**config.mk**
```make
export PLATFORM = sky130hd
export DESIGN_NAME = hrm_fetch
export DESIGN_NICKNAME = d
export VERILOG_FILES = /design/src/rtl/hrm_fetch.sv
export SDC_FILE = /design/constraint.sdc
export NUM_CORES = 1
export LEC_CHECK = 0
export ABC_AREA = 0
export CAP_MARGIN = 10
export CORE_UTILIZATION = 31
export DETAILED_ROUTE_END_ITERATION = 7
export PLACE_DENSITY = 0.66
export SYNTH_ARGS = -nofsm -noshare
export SYNTH_HDL_FRONTEND = slang
export SYNTH_SLANG_ARGS = --single-unit
```
**constraint.sdc**
```tcl
create_clock -name clk -period 1.9 [get_ports clk]
set_clock_uncertainty 0.1 [all_clocks]
set_input_delay 0.19 -clock clk [delete_from_list [all_inputs] [get_ports clk]]
set_output_delay 0.19 -clock clk [all_outputs]
set_load 0.02 [all_outputs]
```
**src/rtl/hrm_fetch.sv**
```systemverilog
// HRM CPU instruction fetch stage: reads opcode/operand bytes, drives the IR load bus,
// presents a ready instruction to control. Optional stall counter: HRM_FETCH_STALLCNT_EN.
module hrm_fetch #(
    parameter int PC_W     = 8,
    parameter int RESET_PC = 0
) (
    input  logic            clk,
    input  logic            rst_n,
    output logic            pm_rd,
    output logic [PC_W-1:0] pm_addr,
    input  logic [7:0]      pm_rdata,
    input  logic            pm_valid,
    output logic [7:0]      nIR,
    output logic            wIR,
    output logic [7:0]      operand,
    output logic            instr_valid,
    output logic            halted,
    input  logic            ctl_next,
    input  logic            ctl_jump,
    input  logic [PC_W-1:0] ctl_target,
    output logic [15:0]     stall_cnt
);

    typedef enum logic [1:0] {
        FETCH_OP  = 2'd0,
        FETCH_ARG = 2'd1,
        READY     = 2'd2,
        HALTED    = 2'd3
    } state_t;

    localparam logic [PC_W-1:0] RST_PC = PC_W'(RESET_PC);

    state_t          state_q, state_d;
    logic [PC_W-1:0] pc_q, pc_d;
    logic [7:0]      nir_q, nir_d;
    logic [7:0]      operand_q, operand_d;
    logic            wir_q, wir_d;
    logic            ivld_q;
    logic            halted_q;
    logic            accept;

    // Gating with rst_n keeps the request low for the whole reset assertion.
    assign pm_rd       = rst_n && ((state_q == FETCH_OP) || (state_q == FETCH_ARG));
    assign pm_addr     = pc_q;
    assign accept      = pm_rd && pm_valid;
    assign nIR         = nir_q;
    assign wIR         = wir_q;
    assign operand     = operand_q;
    assign instr_valid = ivld_q;
    assign halted      = halted_q;

    always_comb begin
        state_d   = state_q;
        pc_d      = pc_q;
        nir_d     = nir_q;
        operand_d = operand_q;
        wir_d     = 1'b0;
        case (state_q)
            FETCH_OP: begin
                if (accept) begin
                    nir_d = pm_rdata;
                    wir_d = 1'b1;
                    pc_d  = pc_q + PC_W'(1);
                    case (pm_rdata[7:4])
                        4'h0, 4'h1: state_d = READY;
                        4'hF:       state_d = HALTED;
                        default:    state_d = FETCH_ARG;
                    endcase
                end
            end
            FETCH_ARG: begin
                if (accept) begin
                    operand_d = pm_rdata;
                    pc_d      = pc_q + PC_W'(1);
                    state_d   = READY;
                end
            end
            READY: begin
                // PC already points past the instruction, so ctl_next needs no PC update.
                if (ctl_jump) begin
                    pc_d    = ctl_target;
                    state_d = FETCH_OP;
                end else if (ctl_next) begin
                    state_d = FETCH_OP;
                end
            end
            HALTED:  state_d = HALTED;
            default: state_d = FETCH_OP;
        endcase
    end

    always_ff @(posedge clk or negedge rst_n) begin
        if (!rst_n) begin
            state_q   <= FETCH_OP;
            pc_q      <= RST_PC;
            nir_q     <= 8'h00;
            operand_q <= 8'h00;
            wir_q     <= 1'b0;
            ivld_q    <= 1'b0;
            halted_q  <= 1'b0;
        end else begin
            state_q   <= state_d;
            pc_q      <= pc_d;
            nir_q     <= nir_d;
            operand_q <= operand_d;
            wir_q     <= wir_d;
            ivld_q    <= (state_d == READY);
            halted_q  <= (state_d == HALTED);
        end
    end

`ifdef HRM_FETCH_STALLCNT_EN
    logic [15:0] stall_q;

    always_ff @(posedge clk or negedge rst_n) begin
        if (!rst_n) begin
            stall_q <= 16'h0000;
        end else if (pm_rd && !pm_valid && (stall_q != 16'hFFFF)) begin
            stall_q <= stall_q + 16'd1;
        end
    end

    assign stall_cnt = stall_q;
`else
    assign stall_cnt = 16'h0000;
`endif

endmodule

```
Word-level counts from Yosys, hierarchy flattened. Cells that the tools add are included.

Flip-flop bits (word level): 29.

Add/sub/neg operators: 1. Eq/ne operators: 9. Muxes and demuxes: 11. Reduce and logical (&&, ||, !) cells: 11.

Operator list (count): 8-bit two-way mux (2); 8-bit case mux with 2 select lines (1); 8-bit by 1-bit adder with 8-bit output (second input constant) (1); 2-bit == test (second input constant) (4); 2-bit two-way mux (4); 2-bit case mux with 4 select lines (1); 4-bit by 1-bit == test with 1-bit output (second input constant) (1); 4-bit == test (second input constant) (1); 4-bit zero test (1); 2-bit case mux with 2 select lines (1); 2-bit AND reduction (2); 2-bit OR reduction (2); 3-bit AND reduction (1); 2-bit by 1-bit == test with 1-bit output (second input constant) (1); 1-bit logical AND (2); 2-bit zero test (1); 1-bit two-way mux (2); 2-bit by 1-bit inequality test with 1-bit output (second input constant) (1); 2-bit inequality test (second input constant) (1); 2-bit nonzero test (1); 1-bit logical OR (1).

Depth between registers and ports, before layout.
Word-level depth: 7. Mapped depth: 5. Mapped depth without buffers: 4.

Least setup slack after synthesis. OpenSTA, ideal clock, no wires.

Kind: register to register. Start: register pc_q[1] (netlist: pm_addr[1]). End: register pc_q[6] (netlist: pm_addr[6]). Setup time: 0.087 ns. Arrival: 1.320 ns. Required time: 1.713 ns. Setup slack: 0.393 ns. Cell stages (with the launch flop): 5. Cell sequence: dfrtp_1 ha_1 inv_1 o41a_1 o211ai_1.

Longest elaborated chain between the ends: 3.

Ends and longest elaborated chain: start, declared (RTL line 34) `logic [PC_W-1:0] pc_q, pc_d;`; start signal, assigned (RTL line 103) `pc_q <= pc_d;`; 8-bit by 1-bit adder with 8-bit output (RTL line 63, 74); 8-bit two-way mux (RTL line 60, 72); 8-bit case mux with 2 select lines (RTL line 58) `case (state_q)`.

No other way between the ends. The select of a mux whose other input is x is not followed. A chain may end at the register's enable or synchronous reset.

Worst setup path in the final report.
Start: register state_q[1]. End: output pm_rd.

Longest elaborated chain between the ends: 3.

Ends and longest elaborated chain: start, declared (RTL line 33) `state_t state_q, state_d;`; start signal, assigned (RTL line 102) `state_q <= state_d;`; 2-bit by 1-bit == test with 1-bit output or 2-bit zero test (tied branches) (RTL line 43) `assign pm_rd = rst_n && ((state_q == FETCH_OP) || (state_q == FETCH_ARG));`; 1-bit logical OR (*) (RTL line 43); 1-bit logical AND (*) (RTL line 43); end, declared (RTL line 9) `output logic pm_rd,`.

Every way passes the cells marked *; elsewhere a longest branch is shown, timed or not.

==> impl_metrics.ini <==
[cells_and_area]
area_delta_synth_final_pct = 38.12
fin_cells = 256
final_common_cell = clkdlybuf4s50_1
fin_nets = 211
drive_above_1_share_pct = 21.69
fillCellCount = 462
layout_common_cells = clkdlybuf4s50_1 (48), dfrtp_1 (29), conb_1 (16), mux2_2 (10)
utilization_pct = 45.91
antenna_cells = 0

[sta]
rsz0062_at_grt = no
fin_crit_sh_pct = 95.99
min_period_ns = 1.824
hold_viol = 0
slew_viol_final = 0
fin_setup_tns_ns = 0
finalSetupViolCount = 0
max_freq_mhz = 548.3

[yosys]
synth_xor_area_share_pct = 0
ys_ff_latch = 29
postSynth.asyncResetShare_pct = 100.0
syn_area_per_cell_sq_um = 12.12
synth-edff-count = 0
synth_top_flop_cell = dfrtp_1
synth_area_sq_um = 1612
syn_inst = 133
synth_compound_area_share_pct = 13.35
synthAdderAreaFrac_pct = 0.7764
synthMuxAreaShare_pct = 15.06
ys_types = 40
synth_seq_area_share_pct = 45.03
synthSimpleGateAreaFrac_pct = 14.29
synth_warnings = 0
synth_top_family_by_area = multiplexers

[floorplanning]
die_x_microns = 74.10
rows = 25
dieArea_sq_um = 5491
die_h_microns = 74.10
core_sq_um = 4848
initial_core_util_pct = 33.24
io_pins = 65

[power_and_ir_drop]
total_power_mw = 3.620
p_sw_share_pct = 37.59
p_per_area_nw_per_um2 = 1626
clkPwrFrac_pct = 16.7
power_switching_mw = 1.361
p_int_mw = 2.259
irDropWorstVdd_mv = 0.6631
p_leak_nw = 0.9730
combPwrFrac_pct = 51.2
p_seq_share_pct = 32.0

[global_route]
antenna_found_initial = 0
globalRoute.totalOverflow = 0
grt_pass1_vias = 1185
grt_max_degree = 27
grt.total_usage_pct = 13.97
grt_pass1_wl_microns = 5720

[detailed_routing]
route.detailed.drc = 0
vias = 1181
wl_microns = 3522
routed_via_density = 4.613
wire_per_inst_microns = 13.76
dr.pass1.iters = 4
drtIter0Drc = 55
drtAntennaViolNets = 0

[placed_design]
place.detailed.hpwl_microns = 2645
globalplace.congestion = 0.7826
post-place-cells = 249
port_buffers = 48

[worst_setup_path]
required_ns = 1.61
ff2ff_path_depth = 4
path_max_fanout = 7
endpoint_kind = output port
timing_worst_setup_path_type = register to output port
worst_setup_path_start_kind = register
arrival_ns = 1.53

[run_status]
status = finished clean

[cts]
clock_latency_ns = 0.28
cts-root-buf = clkbuf_8
htree_levels = 2
cts_tree = yes
ctsLongestPathBuffers = 2
cts_hold_buffers = 0
clock_sink_count = 29
numCtsBuffers = 5
cts_resized = 0
clkTransAtPathRegs_ns = 0.06
post_cts_buffers = 0

[job]
drv_cap = 0

[worst_hold_path]
min_path_type = primary input to asynchronous set/reset pin
## sequential cells by signal, summed over array words and instances, names as in the netlist
name and count:
halted 1, instr_valid 1, nIR 8, operand 8, pm_addr 8, state_q 2, wIR 1
## final timing paths
path | startpoint | endpoint | slack (ns)
worst max-delay path | state_q[1] | pm_rd | 0.08
worst min-delay path | rst_n | pm_addr[7] | 0.19
worst max register to register | state_q[1] | pm_addr[4] | 0.34
worst min register to register | nIR[4] | nIR[4] | 0.41
max in group asynchronous | rst_n | operand[1] | 1.12
min in group clk | nIR[4] | nIR[4] | 0.41
## cell families after synthesis
family	count (synthesis)
adders and majority gates	1
buffers and inverters	25
other	1
AOI/OAI and AO/OA	26
DFF	29
and+or+nand+nor	32
muxes	19
## per-layer routing
| metal | vias to the layer above | share of wire, % | track usage (%) |
|---|---|---|---|
| li1 | 569 | - | - |
| met1 | 573 | 46 | 18.32 |
| met2 | 32 | 47 | 21.52 |
| met3 | 7 | 5.4 | 3.523 |
| met4 | 0 | 1.8 | 6.838 |
| met5 | - | 0 | 0 |
## cells in the mapped netlist, types with 2 or more instances
cell type	count	share of area, %
dfrtp_1	29	45
buf_4	17	7.9
mux2_2	10	7.0
mux2_4	8	7.5
nand3_1	7	2.2
o21ai_0	6	1.9
nand2_1	5	1.2
o211ai_1	4	1.9
a22oi_1	3	1.4
buf_6	3	2.1
inv_1	3	0.70
nand4_1	3	1.2
nor3_1	3	0.93
o22a_1	3	1.6
nand3b_1	2	0.93
nor3b_1	2	0.93
o41a_1	2	1.4
## power groups by stage
| stage | clock network, mW | logic, mW | registers, mW |
|---|---|---|---|
| 6_report | 0.606 | 1.85 | 1.16 |
| 3_5_place_dp | 0 | 1.87 | 1.16 |
| 4_1_cts | 0.625 | 1.88 | 1.15 |
| 2_1_floorplan | 0 | 0.865 | 1.43 |
| 3_3_place_gp | 0 | 1.84 | 1.16 |
| 5_1_grt | 0.657 | 1.98 | 1.20 |
## critical path, cell delays in order (launching register included)
cell and delay, ns:
dfrtp_1 0.44, and2b_1 0.22, clkdlybuf4s50_1 0.60
## through the flow
stage / worst slack [ns] / hold slack (ns) / instance area [sq um]
after floorplan: 0.3932 / -0.2056 / 1668
after global placement: 0.1212 / 0.3907 / 2122
after detailed placement: 0.08512 / 0.3950 / 2122
after CTS: 0.05931 / 0.1755 / 2226
after global routing: 0.01910 / 0.2049 / 2226
final: 0.07614 / 0.1871 / 2226
## cell type report
class / count / area [sq um] / area share (%)
clock buffer: 5 / 68.82 / 3.092
tap: 67 / 83.83 / 3.766
multi-input combinational: 94 / 760.7 / 34.18
timing repair buffer: 56 / 540.5 / 24.28
inverter: 3 / 11.26 / 0.5059
sequential: 29 / 725.7 / 32.60
clock inverter: 2 / 35.03 / 1.574
(Power assumes the default switching activity.)
